--- src/rtl/dht11_pkg.sv ---
// dht11_pkg: shared DHT11 state encoding, default protocol timing and checksum helper
package dht11_pkg;
   typedef enum logic [3:0] {
      ST_IDLE       = 4'd0,
      ST_START_LOW  = 4'd1,
      ST_WAIT_DELAY = 4'd2,
      ST_RESP_LOW   = 4'd3,
      ST_RESP_HIGH  = 4'd4,
      ST_BIT_LOW    = 4'd5,
      ST_BIT_HIGH   = 4'd6,
      ST_END_LOW    = 4'd7
   } dht11_state_e;
   localparam int DEF_CLK_FREQ_MHZ  = 100;
   localparam int DEF_START_MIN_US  = 18000;
   localparam int DEF_RESP_DELAY_US = 30;
   localparam int DEF_RESP_LOW_US   = 80;
   localparam int DEF_RESP_HIGH_US  = 80;
   localparam int DEF_BIT_LOW_US    = 50;
   localparam int DEF_BIT0_HIGH_US  = 28;
   localparam int DEF_BIT1_HIGH_US  = 70;
   localparam int FRAME_BITS        = 40;
   localparam int US_CNT_W          = 20;
   function automatic logic [7:0] dht11_checksum(input logic [7:0] a, input logic [7:0] b,
                                                 input logic [7:0] c, input logic [7:0] d);
      return a + b + c + d;
   endfunction
endpackage

--- src/rtl/dht11_us_tick.sv ---
// dht11_us_tick: restartable prescaler producing one tick every CLK_FREQ_MHZ clocks
//   clk, rst : clock and synchronous active-high reset
//   restart  : clear the prescaler so the next tick lands a full microsecond later
//   tick     : high on the last clock of each microsecond
module dht11_us_tick
   import dht11_pkg::*;
#(
   parameter int CLK_FREQ_MHZ = DEF_CLK_FREQ_MHZ
) (
   input  logic clk,
   input  logic rst,
   input  logic restart,
   output logic tick
);
   localparam int W = (CLK_FREQ_MHZ > 1) ? $clog2(CLK_FREQ_MHZ) : 1;
   logic [W-1:0] cnt_q, cnt_d;
   assign tick = cnt_q == W'(CLK_FREQ_MHZ - 1);
   always_comb cnt_d = (restart || tick) ? '0 : cnt_q + 1'b1;
   always_ff @(posedge clk) begin
      if (rst) cnt_q <= '0;
      else     cnt_q <= cnt_d;
   end
endmodule

--- config.mk ---
export PLATFORM = sky130hd
export DESIGN_NAME = dht11_us_tick
export DESIGN_NICKNAME = d
export VERILOG_FILES = /design/src/rtl/dht11_pkg.sv /design/src/rtl/dht11_us_tick.sv
export SDC_FILE = /design/constraint.sdc
export NUM_CORES = 1
export LEC_CHECK = 0
export BUFFER_PORTS_ARGS = -buffer_cell sky130_fd_sc_hd__buf_2
export CORE_AREA = 2 2 39 41
export CTS_CLUSTER_SIZE = 24
export DETAILED_ROUTE_END_ITERATION = 12
export DIE_AREA = 0 0 41 43
export GPL_TIMING_DRIVEN = 0
export REMOVE_ABC_BUFFERS = 1
export SETUP_SLACK_MARGIN = 0.02
export SKIP_CTS_REPAIR_TIMING = 1
export SLEW_MARGIN = 0
export SYNTH_ARGS = -nofsm -noshare
export SYNTH_HDL_FRONTEND = slang
export SYNTH_SLANG_ARGS = --single-unit
--- constraint.sdc ---
create_clock -name clk -period 1.4 [get_ports clk]
set_input_delay 0.07 -clock clk [delete_from_list [all_inputs] [get_ports clk]]
set_output_delay 0.07 -clock clk [all_outputs]
set_load 0.05 [all_outputs]
==> results of run 1 <==
worst max-delay path by stage:
| stage | start | to | slack, ns | cells after the start |
|---|---|---|---|---|
| after floorplan | cnt_q[0] | tick | -0.07 | 3 |
| after global placement | cnt_q[0] | cnt_q[3] | 0.1 | 4 |
| after detailed placement | cnt_q[0] | cnt_q[2] | 0.09 | 4 |
| after CTS | cnt_q[0] | tick | -0.11 | 4 |
| after global routing | cnt_q[0] | tick | 0.02 | 4 |
| final | cnt_q[0] | tick | 0.09 | 4 |
through the flow:
| step | hold WS [ns] | cells | instance area [µm²] | util (%) | TNS (ns) |
|---|---|---|---|---|---|
| detailed placement | 0.3715 | 53 | 345.3 | 24.95 | 0 |
| finish | 0.1041 | 57 | 407.9 | 29.48 | 0 |
| global placement | 0.3597 | 53 | 345.3 | 24.95 | 0 |
| CTS | 0.09601 | 57 | 372.9 | 26.94 | -0.1061 |
| floorplan | 0.2563 | 34 | 310.3 | - | -0.06886 |
| global route | 0.1301 | 57 | 407.9 | 29.48 | 0 |
layout by cell type, fill, tap and decap left out:
cell,n
sky130_fd_sc_hd__nand2b_1,1
sky130_fd_sc_hd__xnor2_1,1
sky130_fd_sc_hd__a211oi_1,1
sky130_fd_sc_hd__dfxtp_2,2
sky130_fd_sc_hd__dfxtp_1,5
sky130_fd_sc_hd__buf_6,1
sky130_fd_sc_hd__nor2_2,1
sky130_fd_sc_hd__clkbuf_4,3
sky130_fd_sc_hd__o21ai_2,1
sky130_fd_sc_hd__nand4bb_4,1
sky130_fd_sc_hd__inv_1,2
sky130_fd_sc_hd__xor2_1,2
sky130_fd_sc_hd__a21oi_1,1
sky130_fd_sc_hd__ha_4,1
sky130_fd_sc_hd__nand3_2,1
sky130_fd_sc_hd__buf_2,2
sky130_fd_sc_hd__clkinv_2,1
sky130_fd_sc_hd__nor2_1,6
sky130_fd_sc_hd__nand2_1,2
sky130_fd_sc_hd__or3_1,1
sky130_fd_sc_hd__o21ai_0,2
sky130_fd_sc_hd__nand3_1,1
sky130_fd_sc_hd__nand4_1,1
sky130_fd_sc_hd__a21oi_2,1
critical path: stages (launching register included):
cell                        delay (ns)
sky130_fd_sc_hd__dfxtp_2          0.37
sky130_fd_sc_hd__ha_4             0.18
sky130_fd_sc_hd__nand4bb_4        0.13
sky130_fd_sc_hd__nor2_2           0.14
sky130_fd_sc_hd__buf_6            0.16
layout make-up:
type                    count  area [µm²]  share of cell area [%]
repair buffers              3       21.27                   5.215
multi-input cells          25       188.9                   46.32
inverters                   2       7.507                   1.840
flip-flops and latches      7       142.6                   34.97
clock buffers               3       22.52                   5.521
well taps                  16       20.02                   4.908
clock inverters             1       5.005                   1.227
power breakdown:
part / internal [µW] / total, µW / switching, µW
Clock: 105 / 184 / 79.3
Sequential: 203 / 207 / 4.00
Combinational: 7.02 / 14.5 / 7.45
Total: 314 / 405 / 90.8
cell families (layout without fill, tap and decap cells):
| kind of cell | after synthesis | in the layout | synth area share, % |
|---|---|---|---|
| compound gates | 6 | 6 | 12.90 |
| xor+xnor | 3 | 3 | 8.469 |
| fa+ha+maj | 1 | 1 | 4.032 |
| buf+inv | 2 | 9 | 2.420 |
| flops | 7 | 7 | 45.16 |
| simple gates | 15 | 15 | 27.02 |
layer usage:
| metal | wire, µm | up-vias | track usage [%] |
|---|---|---|---|
| li1 | - | 132 | - |
| met1 | 227 | 123 | 6.431 |
| met2 | 316 | 7 | 12.19 |
| met3 | 48 | 0 | 4.712 |
| met4 | 0 | 0 | 2.000 |
| met5 | 0 | - | 0 |
==> impl_metrics.env, run 1 <==
export IMPL_timing_critical_path_fanout_max=4
export IMPL_peakVddDrop_mv=0.3427
export IMPL_timing_rr_start="cnt_q[0]"
export IMPL_synth_largest_area_cell="sky130_fd_sc_hd__dfxtp_1"
export IMPL_reg_top3="cnt_q: 7 flops"
export IMPL_reg2reg_path_depth=4
export IMPL_endpoint_kind="primary output"
export IMPL_rsz0062_at_grt="false"
export IMPL_dieHeight_um=43
export IMPL_cell_types_with_the_largest_area_share_after_synthesis="sky130_fd_sc_hd__dfxtp_1, sky130_fd_sc_hd__nor2_1, sky130_fd_sc_hd__xor2_1, sky130_fd_sc_hd__nand4bb_2, sky130_fd_sc_hd__ha_1"
export IMPL_drt_pre_antenna_iters=4
export IMPL_routabilityCongestion=0.5921
export IMPL_critPathRequiredTime_ns=1.33
export IMPL_r2r_slack_ns=0.21
export IMPL_cts_root_buffer="sky130_fd_sc_hd__clkbuf_4"
export IMPL_hold_start="rst"
export IMPL_regToRegEndpoint="cnt_q[2]"
export IMPL_place_ws_ns=0.08599
export IMPL_grt_total_usage_pct=7.129
export IMPL_die_x_um=41
export IMPL_ys_ff_latch=7
export IMPL_cts_max_path_buffers=2
export IMPL_grt_antenna_before_repair=0
export IMPL_worstSetupPathType="reg2out"
export IMPL_globalRoute_totalOverflow=0
export IMPL_insertedDiodeCount=0
export IMPL_postRouteWirelength_um=593
export IMPL_n_fill_cell=151
export IMPL_yosys_top_cells_count="sky130_fd_sc_hd__dfxtp_1, sky130_fd_sc_hd__nor2_1"
export IMPL_outcome="complete, no violations"
export IMPL_clock_sinks=7
export IMPL_pin_count_of_the_biggest_net_entering_global_routing=7
export IMPL_synth_edf_count=0
export IMPL_netlist_instances=34
export IMPL_dp_final_hpwl_um=360.5
export IMPL_post_synth_num_cell_types=18
export IMPL_crit_arrival_ns=1.24
export IMPL_final_setup_viol_count=0
export IMPL_area_growth_pct=31.45
export IMPL_hold_path_class="in2reg"
export IMPL_remaining_drc_errors=0
export IMPL_initialDrtViolationCount=17
export IMPL_grt_pass1_vias=248
export IMPL_largest_register_ff_count=7
export IMPL_first_pass_grt_wire_length_um=855
export IMPL_maxClockFrequency_mhz=763.4
export IMPL_leakage_uw=0.0001242
export IMPL_slew_limit_headroom_pct=79.57
export IMPL_cts_inserted_buffers=3
export IMPL_min_to="cnt_q[6]"
export IMPL_post_route_period_util_pct=93.57
export IMPL_finalPower_uw=405.1
export IMPL_rows=14
export IMPL_viasPerCell=4.596
export IMPL_clock_insertion_delay_worst_skew_ns=0.26
export IMPL_cellPowerDensity_nw_per_um2=993.1
export IMPL_ys_seq_area_share_pct=45.16
export IMPL_final_min_clock_period_ns=1.310
export IMPL_final_hold_viol_count=0
export IMPL_synth_flop_cell="sky130_fd_sc_hd__dfxtp_1"
export IMPL_top_level_ports=4
export IMPL_cp_start_kind="flop"
export IMPL_max_flop_register="cnt_q"
export IMPL_whs_path_depth=4
export IMPL_finalNetCount=46
export IMPL_slew_violations=0
export IMPL_post_synth_top_area_fraction_pct=45.16
export IMPL_floorplan_initialDensity_pct=22.42
export IMPL_final_skew_ns=0.004320
export IMPL_synth_avg_cell_area_um2=9.126
export IMPL_detail_route_antenna_nets=0
export IMPL_core_region_area_um2=1384
export IMPL_htree_num_levels=1
export IMPL_path_clk_slew_ns=0.06
export IMPL_yosysWarnings=0
export IMPL_routedWlPerCell_um=10.40
export IMPL_post_synth_instance_area_um2=310.3
export IMPL_layout_setup_ws_ns=0.09001
export IMPL_cap_viol_max_count=0
export IMPL_async_flop_share_pct=0
export IMPL_die_footprint_um2=1763
export IMPL_fraction_of_layout_instances_using_a_drive_strength_above_1_pct=36.59
export IMPL_dr_total_vias=262
export IMPL_cts_tree="yes"
export IMPL_portBuffers=3
export IMPL_timing_worst_slew_pin_value_ns=0.3065
(Power assumes the default switching activity.)
==> run 2, diff against run 1 <==
--- a/config.mk
+++ b/config.mk
@@ -12,7 +12,9 @@
 export DIE_AREA = 0 0 41 43
 export GPL_TIMING_DRIVEN = 0
+export PLACE_DENSITY = 0.35
 export REMOVE_ABC_BUFFERS = 1
 export SETUP_SLACK_MARGIN = 0.02
 export SKIP_CTS_REPAIR_TIMING = 1
+export SKIP_LAST_GASP = 1
 export SLEW_MARGIN = 0
 export SYNTH_ARGS = -nofsm -noshare
==> constraint.sdc (replaced) <==
create_clock -name clk -period 1.4 [get_ports clk]
set_input_delay 0.07 -clock clk [delete_from_list [all_inputs] [get_ports clk]]
set_output_delay 0.07 -clock clk [all_outputs]
set_load 0.02 [all_outputs]
==> run 2 against run 1 <==
Compared with the run above: cell count unchanged; clock skew down 0.0040 ns; largest power group unchanged; final area down 5.5%; utilization decreased by 1.6 points; hold slack improved by 0.0098 ns; non-clock buffer count stayed put; power decreased by 1.4%; global-route usage increased by 2.0 points.
==> impl_metrics.env, run 2 (same netlist as run 1, synthesis figures left out) <==
export IMPL_largest_register_ff_count=7
export IMPL_most_common_layout_cells="sky130_fd_sc_hd__nor2_1, sky130_fd_sc_hd__dfxtp_1, sky130_fd_sc_hd__clkbuf_4, sky130_fd_sc_hd__buf_2"
export IMPL_die_x_um=41
export IMPL_viasPerCell=4.333
export IMPL_whs_path_depth=4
export IMPL_cts_root_buffer="sky130_fd_sc_hd__clkbuf_4"
export IMPL_cts_max_path_buffers=2
export IMPL_leakage_uw=0.0001204
export IMPL_cp_start_kind="flop"
export IMPL_seqPwrFrac_pct=51.7
export IMPL_max_flop_register="cnt_q"
export IMPL_timing_critical_path_fanout_max=4
export IMPL_maxClockFrequency_mhz=774.8
export IMPL_layout_setup_ws_ns=0.1094
export IMPL_place_ws_ns=0.1105
export IMPL_postRouteWirelength_um=553
export IMPL_first_pass_grt_wire_length_um=1007
export IMPL_hold_path_class="in2reg"
export IMPL_netSwitchingFraction_pct=20.45
export IMPL_finalNetCount=46
export IMPL_fraction_of_layout_instances_using_a_drive_strength_above_1_pct=29.27
export IMPL_final_setup_viol_count=0
export IMPL_initialDrtViolationCount=4
export IMPL_share_comb_of_total_power_pct=3.4
export IMPL_detail_route_antenna_nets=0
export IMPL_drt_pre_antenna_iters=3
export IMPL_clock_sinks=7
export IMPL_endpoint_kind="primary output"
export IMPL_reg2reg_path_depth=4
export IMPL_grt_total_usage_pct=9.082
export IMPL_peakVddDrop_mv=0.3706
export IMPL_reg_top3="cnt_q: 7 flops"
export IMPL_clock_insertion_delay_worst_skew_ns=0.24
export IMPL_rsz0062_at_grt="false"
export IMPL_cap_viol_max_count=0
export IMPL_grt_pass1_vias=240
export IMPL_core_region_area_um2=1384
export IMPL_die_footprint_um2=1763
export IMPL_path_clk_slew_ns=0.05
export IMPL_mostFrequentLayoutCell="sky130_fd_sc_hd__nor2_1"
export IMPL_post_route_period_util_pct=92.19
export IMPL_insertedDiodeCount=0
export IMPL_outcome="complete, no violations"
export IMPL_globalRoute_totalOverflow=0
export IMPL_pin_count_of_the_biggest_net_entering_global_routing=7
export IMPL_final_hold_viol_count=0
export IMPL_fin_worst_hold_slack_ns=0.1139
export IMPL_crit_arrival_ns=1.22
export IMPL_cellPowerDensity_nw_per_um2=1037
export IMPL_top_level_ports=4
export IMPL_dp_final_hpwl_um=408.4
export IMPL_slew_violations=0
export IMPL_portBuffers=3
export IMPL_final_min_clock_period_ns=1.291
export IMPL_dr_total_vias=247
export IMPL_clk_network_pwr_share_pct=44.9
export IMPL_floorplan_initialDensity_pct=22.42
export IMPL_timing_worst_slew_pin_value_ns=0.3015
export IMPL_critPathRequiredTime_ns=1.33
export IMPL_htree_num_levels=1
export IMPL_dieHeight_um=43
export IMPL_summed_negative_setup_slack_over_all_endpoints_ns=0
export IMPL_cts_tree="yes"
export IMPL_routedWlPerCell_um=9.702
export IMPL_grt_antenna_before_repair=0
export IMPL_worstSetupPathType="reg2out"
export IMPL_final_skew_ns=0.0003668
export IMPL_postLayoutCoreUtil_pct=27.85
export IMPL_cts_inserted_buffers=3
export IMPL_slew_limit_headroom_pct=79.90
export IMPL_routabilityCongestion=0.6852
export IMPL_switching_power_uw=81.72
export IMPL_rows=14
export IMPL_area_growth_pct=24.19
export IMPL_remaining_drc_errors=0
export IMPL_total_internal_power_uw=317.8
==> run 2: cell count changes in the layout (fill, tap and decap cells not counted), sizes merged <==
cell,before,now
clkbuf,3,4
clkinv,1,0
==> run 2: routing by layer <==
layer / global-route usage, % / wire (µm) / share of wire [%]
met1: 11.11 / 273 / 49
met2: 10.94 / 250 / 45
met3: 4.712 / 29 / 5.2
met4: 8.000 / 0 / 0
met5: 0 / 0 / 0
==> run 2: layout make-up <==
cell class / instances / area (µm²)
tap: 16 / 20.02
timing repair buffer: 3 / 15.01
sequential: 7 / 141.4
inverter: 2 / 7.507
fill: 158 / 998.5
multi-input combinational: 25 / 175.2
clock buffer: 4 / 26.28
==> run 2: path summary, 6_finish.rpt <==
path             from       end  slack (ns)
max          cnt_q[1]      tick        0.11
min               rst  cnt_q[6]        0.11
max reg2reg  cnt_q[1]  cnt_q[3]        0.20
min reg2reg  cnt_q[0]  cnt_q[0]        0.47
==> run 2: power by group through the flow <==
stage	clock network [µW]	logic [µW]	registers (µW)
6_report	179	13.8	206
5_1_grt	202	16.8	206
4_1_cts	187	12.6	205
3_5_place_dp	0	12.4	209
3_3_place_gp	0	12.0	209
2_1_floorplan	0	8.09	208
==> run 2: worst max-delay path, cell delays in order, from the launching register on <==
cell and delay (ns):
sky130_fd_sc_hd__dfxtp_1 0.37, sky130_fd_sc_hd__ha_4 0.17, sky130_fd_sc_hd__nand4bb_2 0.15, sky130_fd_sc_hd__nor2_1 0.11, sky130_fd_sc_hd__buf_2 0.17
==> run 2: metrics by stage <==
stage               total power, µW  instance area (µm²)  cells
finish                        399.5                385.4     57
global route                  425.3                385.4     57
CTS                           404.4                371.6     57
detailed placement            221.2                345.3     53
global placement              220.7                345.3     53
floorplan                     216.5                310.3     34
